## src/rtl/fib_arbiter.sv

```systemverilog
// fib_arbiter
//   Round-robin arbiter/sequencer that shares a single fib FSMD among N_REQ
//   requesters. One requester is granted at a time; its 5-bit index is sent
//   to fib with a one-cycle start pulse, the 20-bit result is captured on
//   done_tick and returned with a one-cycle resp_valid pulse.
//
//   Optional feature macro: FIB_ARB_CACHE_EN
//     When defined, a single-entry result cache (last index/result pair)
//     lets a repeated index be answered straight from IDLE without running
//     fib. When undefined, every request goes through ISSUE/WAIT.
//
// Ports
//   clk            in   system clock, rising edge
//   rst            in   asynchronous active-high reset
//   req            in   [N_REQ]   level request per requester
//   req_i          in   [5*N_REQ] index bus, requester k on [5k+4:5k]
//   grant          out  [N_REQ]   one-hot of the requester being serviced
//   resp_valid     out  [N_REQ]   one-hot one-cycle response pulse
//   resp_f         out  [20]      last result, held until next response
//   busy           out            high whenever not IDLE
//   fib_start      out            start pulse to fib
//   fib_i          out  [5]       registered index to fib
//   fib_ready      in             fib.ready
//   fib_done_tick  in             fib.done_tick
//   fib_f          in   [20]      fib.f
module fib_arbiter #(
  parameter int N_REQ = 4
) (
  input  logic               clk,
  input  logic               rst,
  input  logic [N_REQ-1:0]   req,
  input  logic [5*N_REQ-1:0] req_i,
  output logic [N_REQ-1:0]   grant,
  output logic [N_REQ-1:0]   resp_valid,
  output logic [19:0]        resp_f,
  output logic               busy,
  output logic               fib_start,
  output logic [4:0]         fib_i,
  input  logic               fib_ready,
  input  logic               fib_done_tick,
  input  logic [19:0]        fib_f
);

  localparam int IDW = (N_REQ > 1) ? $clog2(N_REQ) : 1;

  typedef enum logic [1:0] {
    ST_IDLE  = 2'd0,
    ST_ISSUE = 2'd1,
    ST_WAIT  = 2'd2,
    ST_RESP  = 2'd3
  } state_t;

  state_t           state_reg, state_next;
  logic [IDW-1:0]   ptr_reg, ptr_next;
  logic [IDW-1:0]   id_reg, id_next;
  logic [4:0]       idx_reg, idx_next;
  logic [19:0]      resp_f_reg, resp_f_next;

  logic [IDW-1:0]   winner;
  logic [4:0]       winner_idx;
  logic             any_req;

  // Per-requester index slices, candidate order for the circular search
  // (candidate 0 is ptr+1, the highest priority), and one-hot of id_reg.
  logic [4:0]       req_idx  [N_REQ];
  logic [IDW-1:0]   cand_id  [N_REQ];
  logic [N_REQ-1:0] cand_vld;
  logic [N_REQ-1:0] id_onehot;

  genvar gi;
  generate
    for (gi = 0; gi < N_REQ; gi++) begin : g_req
      assign req_idx[gi]   = req_i[5*gi +: 5];
      assign cand_id[gi]   = IDW'((int'(ptr_reg) + gi + 1) % N_REQ);
      assign cand_vld[gi]  = req[cand_id[gi]];
      assign id_onehot[gi] = (id_reg == IDW'(gi));
    end
  endgenerate

  // Scan from the lowest-priority candidate upward so the last hit, i.e.
  // the candidate closest to ptr+1, is the one that sticks.
  always_comb begin
    winner = cand_id[0];
    for (int k = N_REQ - 1; k >= 0; k--) begin
      if (cand_vld[k]) begin
        winner = cand_id[k];
      end
    end
  end

  assign any_req    = |req;
  assign winner_idx = req_idx[winner];

`ifdef FIB_ARB_CACHE_EN
  logic        cache_vld_reg;
  logic [4:0]  cache_idx_reg;
  logic [19:0] cache_f_reg;
  logic        cache_hit;
  logic [19:0] cache_f;

  // Refilled with every result that fib actually produces.
  always_ff @(posedge clk or posedge rst) begin
    if (rst) begin
      cache_vld_reg <= 1'b0;
      cache_idx_reg <= '0;
      cache_f_reg   <= '0;
    end else if (state_reg == ST_WAIT && fib_done_tick) begin
      cache_vld_reg <= 1'b1;
      cache_idx_reg <= idx_reg;
      cache_f_reg   <= fib_f;
    end
  end

  assign cache_hit = cache_vld_reg && (cache_idx_reg == winner_idx);
  assign cache_f   = cache_f_reg;
`else
  logic        cache_hit;
  logic [19:0] cache_f;

  assign cache_hit = 1'b0;
  assign cache_f   = '0;
`endif

  always_ff @(posedge clk or posedge rst) begin
    if (rst) begin
      state_reg  <= ST_IDLE;
      ptr_reg    <= IDW'(N_REQ - 1);
      id_reg     <= '0;
      idx_reg    <= '0;
      resp_f_reg <= '0;
    end else begin
      state_reg  <= state_next;
      ptr_reg    <= ptr_next;
      id_reg     <= id_next;
      idx_reg    <= idx_next;
      resp_f_reg <= resp_f_next;
    end
  end

  always_comb begin
    state_next  = state_reg;
    ptr_next    = ptr_reg;
    id_next     = id_reg;
    idx_next    = idx_reg;
    resp_f_next = resp_f_reg;

    case (state_reg)
      ST_IDLE: begin
        if (any_req) begin
          // A cache hit is answered without fib, so fib_ready is irrelevant.
          if (cache_hit) begin
            id_next     = winner;
            idx_next    = winner_idx;
            resp_f_next = cache_f;
            state_next  = ST_RESP;
          end else if (fib_ready) begin
            id_next    = winner;
            idx_next   = winner_idx;
            state_next = ST_ISSUE;
          end
        end
      end
      ST_ISSUE: begin
        state_next = ST_WAIT;
      end
      ST_WAIT: begin
        if (fib_done_tick) begin
          resp_f_next = fib_f;
          state_next  = ST_RESP;
        end
      end
      ST_RESP: begin
        ptr_next   = id_reg;
        state_next = ST_IDLE;
      end
      default: begin
        state_next = ST_IDLE;
      end
    endcase
  end

  // Outputs decode the asynchronously reset state, so they clear the
  // moment rst rises.
  assign busy       = (state_reg != ST_IDLE);
  assign fib_start  = (state_reg == ST_ISSUE);
  assign fib_i      = idx_reg;
  assign resp_f     = resp_f_reg;
  assign grant      = busy ? id_onehot : '0;
  assign resp_valid = (state_reg == ST_RESP) ? id_onehot : '0;

endmodule

```

## config.mk

```make
export PLATFORM = sky130hd
export DESIGN_NAME = fib_arbiter
export DESIGN_NICKNAME = d
export VERILOG_FILES = /design/src/rtl/fib_arbiter.sv
export SDC_FILE = /design/constraint.sdc
export NUM_CORES = 1
export LEC_CHECK = 0
export CORE_MARGIN = 1.5
export CORE_UTILIZATION = 36
export DETAILED_ROUTE_END_ITERATION = 12
export GPL_ROUTABILITY_DRIVEN = 0
export GPL_TIMING_DRIVEN = 0
export PLACE_DENSITY = 0.82
export SYNTH_ARGS = -nofsm -noshare
export SYNTH_HDL_FRONTEND = slang
export SYNTH_SLANG_ARGS = --single-unit
```

## constraint.sdc

```tcl
create_clock -name clk -period 1.9 [get_ports clk]
set_clock_uncertainty 0.15 [all_clocks]
set_input_delay 0.285 -clock clk [delete_from_list [all_inputs] [get_ports clk]]
set_output_delay 0.285 -clock clk [all_outputs]
set_load 0.03 [all_outputs]
```

Word-level counts from Yosys, hierarchy flattened
Cells that the tools add are included.
{"block": "totals", "ff_bits": 31, "inputBits": 48, "out_inout_bits": 35}
{"block": "op_classes", "n_addsub": 6, "magnitude_cmp": 5, "eq_ne": 9, "muxes": 21, "n_bitwise": 1, "reduce_logical": 7}
{"cell": "2-bit two-way mux", "n": 7}
{"cell": "2-bit by 3-bit less-than comparator with 1-bit output, second input constant", "n": 4}
{"cell": "5-bit binary-select mux with 2-bit select", "n": 1}
{"cell": "5-bit two-way mux", "n": 2}
{"cell": "2-bit by 1-bit adder with 2-bit output, second input constant", "n": 4}
{"cell": "1-bit binary-select mux with 2-bit select", "n": 4}
{"cell": "2-bit == test, second input constant", "n": 4}
{"cell": "4-bit two-way mux", "n": 2}
{"cell": "2-bit one-hot mux with 4 select lines", "n": 1}
{"cell": "2-bit inequality test, second input constant", "n": 3}
{"cell": "3-bit AND reduction", "n": 2}
{"cell": "2-bit adder, second input constant", "n": 2}
{"cell": "2-bit by 1-bit == test with 1-bit output, second input constant", "n": 2}
{"cell": "2-bit logical NOT", "n": 2}
{"cell": "1-bit two-way mux", "n": 4}
{"cell": "4-bit OR reduction", "n": 1}
{"cell": "3-bit >= comparator, second input constant", "n": 1}
{"cell": "2-bit inverter with 3-bit output", "n": 1}
{"cell": "2-bit AND reduction", "n": 1}
{"cell": "2-bit nonzero test", "n": 1}

Depth between registers and ports, before layout
{"block": "logic_depth", "word_depth": 12, "ltp_mapped": 7}

Worst setup path after synthesis
OpenSTA, ideal clock, no wires.
{"block": "synth_path", "path_type": "register to register", "start": "register state_reg[0]", "end": "register idx_reg[1] (netlist: fib_i[1])", "setup_time_ps": 136, "arrival_time_ps": 1646, "slack_ps": -32, "stages_incl_launch_ff": 7, "path_buffers": 0, "synth_period_minus_slack_ps": 1932, "cell_sequence": "dfrtp_1 > inv_1 > ha_1 > inv_1 > or2_2 > a2111oi_2 > a211oi_2"}
{"block": "synth_via", "elab_chain_cells": 2}
{"item": "start: declaration", "line_no": "53", "text": "state_t state_reg, state_next;"}
{"item": "start signal: assignment", "line_no": "132", "text": "state_reg <= state_next;"}
{"item": "2-bit logical NOT", "line_no": "147", "text": "case (state_reg)"}
{"item": "3-bit AND reduction (no line)"}
{"item": "end signal: assignment", "line_no": "135", "text": "idx_reg <= idx_next;"}
{"item": "end: declaration", "line_no": "56", "text": "logic [4:0] idx_reg, idx_next;"}
Every way passes these cells.
A chain may end at the register's enable or synchronous reset.

Worst setup path in the final report
{"block": "layout_path", "start": "register ptr_reg[0]", "end": "register idx_reg[2] (netlist: fib_i[2])"}
{"block": "layout_via", "elab_chain_cells": 12, "elab_cells_between_ends": 22, "cone_classes": "add/sub (6); mux (15); bitwise (1)"}
{"item": "start: declaration", "line_no": "54", "text": "logic [IDW-1:0] ptr_reg, ptr_next;"}
{"item": "start signal: assignment", "line_no": "127", "text": "ptr_reg <= IDW'(N_REQ - 1);"}
{"item": "start signal: assignment", "line_no": "133", "text": "ptr_reg <= ptr_next;"}
{"item": "2-bit adder", "line_no": "74", "text": "assign cand_id[gi] = IDW'((int'(ptr_reg) + gi + 1) % N_REQ);"}
{"item": "2-bit by 1-bit adder with 2-bit output", "line_no": "74"}
{"item": "1-bit binary-select mux with 2-bit select", "line_no": "75", "text": "assign cand_vld[gi] = req[cand_id[gi]];"}
{"item": "1-bit two-way mux (implied by the code)", "line_no": "75"}
{"item": "2-bit two-way mux (3 in a row)", "line_no": "85", "text": "if (cand_vld[k]) begin"}
{"item": "2-bit two-way mux *", "line_no": "85"}
{"item": "2-bit inverter with 3-bit output (implied by the code) *", "line_no": "92", "text": "assign winner_idx = req_idx[winner];"}
{"item": "5-bit binary-select mux with 2-bit select *", "line_no": "92"}
{"item": "5-bit two-way mux (implied by the code) * (2 in a row)", "line_no": "92"}
Mark *: on every way between the ends. The rest lies on a longest branch, timed or not. The select of a mux whose other input is x is not followed.

==> flow_summary.yaml <==
outcome:
  status: "completed"
finish:
  fillers: 362
  n_antenna_cell: 0
  area_growth_pct: 64.9
  layout-drive-gt1-share_pct: 27.6
  fin_nets: 284
  largest_register_ffs: 20
  seqCellArea_um2: 778
  fin_util_pct: 61.7
  design_area_um2: 2690
  multi_input_area_um2: 860
floorplan:
  die_x_um: 70.3
  initial_core_util_pct: 37.4
  core_um2: 4350
  die_area_um2: 4940
  dieHeight_um: 70.3
  rows: 24
  ioPinCount: 83
synth:
  post_synth.cell_area_avg_um2: 11.4
  syn_area_um2: 1630
  synth_edf_count: 0
  ys_types: 36
  ys_ff_latch: 31
  syn-num-nets: 195
  synthesis.instances: 143
  async_flop_share_pct: 100
  ys_warn_count: 0
  ys_seq_area_share_pct: 47.7
  ys.flop_type: "dfrtp_1"
worst_setup_path:
  critical_path.max_fanout: 6
  r2r_slack_ps: 30
  cpPeakStageDelay_ps: 590
  worst-path-buf-inv: 0
  cp_slowest_cell: "dfstp_2"
  cp.arrival_ps: 1870
  path_delay_family: "compound AO/OA/AOI/OAI gates"
  timing.rr.end: "fib_i[2]"
  endpoint_kind: "register"
  critical_path_class: "reg -> reg"
  rr_startpoint: "ptr_reg[0]"
  path_cells: "xor2_1 > o21a_1 > a211oi_1 > a2111oi_2 > a211oi_2"
  cp.required_ps: 1900
  rr_worst_depth: 5
  crit_path_start_kind: "register"
cts:
  cts-buffers-inserted: 5
  cts_root_buffer: "clkbuf_8"
  ctsHtreeMaxLevel: 2
  clock_sinks: 31
  cts_tree: "yes"
  hold_buffers: 0
  clock_path_buffers: 2
  clock_latency_ps: 270
  clk_pin_slew_worst_paths_ps: 60
global_route:
  gr-usage-all-layers_pct: 17.0
  grt_pass1_wl_um: 6700
  grt_pass1_vias: 1528
  antenna_found_initial: 0
  overflow: 0
  grt_max_degree: 32
timing:
  worst_pin_slew_ps: 485
  min_period_ps: 1870
  rsz0062_at_grt: "true"
  setup_viol: 0
  finalCritPeriodShare_pct: 98.5
  max_freq_mhz: 534
  relSlewSlack_pct: 67.6
  slew_violations: 0
  finalHoldViolCount: 0
place:
  placed_cell_area_um2: 2510
  dpl.hpwl_um: 3080
  io_buffers: 81
power:
  peakVddDrop_uv: 952
  p_leak_uw: 0.00114
  powerDensity_nw_per_um2: 1660
route:
  route.vias.total: 1437
  wl_per_cell_um: 14.3
  viasPerCell: 5.06
  route.detailed.drc: 0
  drtPass1Iterations: 4
  antenna_left: 0
  drt_iter0_markers: 51
  wirelength_um: 4060
min_path:
  min_path_type: "in -> async"
job:
  drv_cap: 0
-- cell type report --
cell class	instances	area share [%]
multi-input cells	99	32.0
repair buffers	83	30.7
flip-flops and latches	31	29.0
clock buffers	6	2.70
well taps	52	2.42
plain buffers	5	1.16
clock inverters	1	1.12
inverters	7	0.978
-- synth_stat cells, drive strengths merged (2+ instances only) --
cell | instances | area, um2
mux2 | 21 | 236
a31oi | 2 | 12.5
dfrtp | 29 | 726
a2111oi | 3 | 45.0
mux2i | 5 | 50.1
and3 | 3 | 18.8
a211oi | 10 | 90.1
o21ai | 5 | 25.0
nand2 | 10 | 37.5
nor2b | 5 | 31.3
a21oi | 2 | 10.0
clkbuf | 5 | 20.0
ha | 4 | 50.1
inv | 7 | 26.3
dfstp | 2 | 52.6
nor2 | 11 | 41.3
nor3b | 3 | 22.5
-- metrics by stage --
stage | power [uW] | setup slack (ps) | TNS [ps] | hold WS, ps | instances
6_report | 4460 | 28.9 | 0 | 176 | 284
5_1_grt | 4750 | -30.5 | -85.2 | 234 | 284
4_1_cts | 4440 | -75.4 | -355 | 357 | 283
3_5_place_dp | 3820 | -438 | -3710 | 341 | 276
3_3_place_gp | 3760 | -434 | -3220 | 336 | 276
2_1_floorplan | 2810 | 28.9 | 0 | 237 | 143
-- cells in the final DEF, fill, tap and decap left out, types with 3 or more instances in the layout --
cell type | netlist | layout
a211oi_1 | 7 | 7
a211oi_2 | 3 | 3
and3_1 | 3 | 3
buf_2 | 0 | 4
clkbuf_2 | 1 | 5
clkbuf_8 | 0 | 5
clkdlybuf4s15_2 | 0 | 3
clkdlybuf4s50_1 | 0 | 68
dfrtp_1 | 29 | 29
inv_1 | 7 | 4
inv_2 | 0 | 3
mux2_2 | 21 | 21
mux2i_1 | 5 | 5
nand2_1 | 10 | 10
nor2_1 | 11 | 10
nor2b_1 | 5 | 5
nor3b_1 | 3 | 3
-- kinds of logic after synthesis --
group | after synthesis | share of synthesized area [%]
buffers and inverters | 13 | 3.53
AO/OA/AOI/OAI | 30 | 15.7
AND/OR/NAND/NOR | 38 | 11.8
adder cells (fa/ha/maj) | 4 | 3.07
multiplexers | 26 | 17.6
flip-flops | 31 | 47.7
XOR/XNOR | 1 | 0.537
-- worst register-to-register path: cells and delay by family, from the launching register on --
family | cells | cell delay, ps
xor gates and xnor gates | 1 | 240
AOI/OAI and AO/OA | 4 | 770
DFF | 1 | 590
-- power by group --
| group | internal [uW] | switching [uW] | leakage, uW | total, uW |
|---|---|---|---|---|
| sequential | 1010 | 216 | 0.000360 | 1230 |
| combinational | 1180 | 1450 | 0.000733 | 2620 |
| clock | 384 | 220 | 0.0000513 | 604 |
| total | 2570 | 1880 | 0.00114 | 4460 |
-- metal layers --
metal	GRT usage (%)	vias to the layer above	routed length, um
met5	0	-	0
met4	5.13	0	21
met3	6.64	4	394
met2	28.9	64	2000
met1	19.6	675	1640
li1	-	694	-
-- how the worst max path moves through the flow --
stage,from,to,slack [ps],cells past startpoint
floorplan,state_reg[0],grant[1],30,3
global placement,req[1],fib_i[0],-430,6
detailed placement,req[1],fib_i[0],-440,6
CTS,req[0],fib_i[4],-80,5
global route,state_reg[0],fib_i[1],-30,6
finish,ptr_reg[0],fib_i[2],30,5
-- timing repair --
item / 4_1_cts / 5_1_grt
pin swaps: 0 / 2
cloned: 0 / 0
setup buffers: 0 / 1
endpoints found under the setup margin: 16 / 14
resized for setup: 45 / 18
Power figures use the tool's default switching activity.
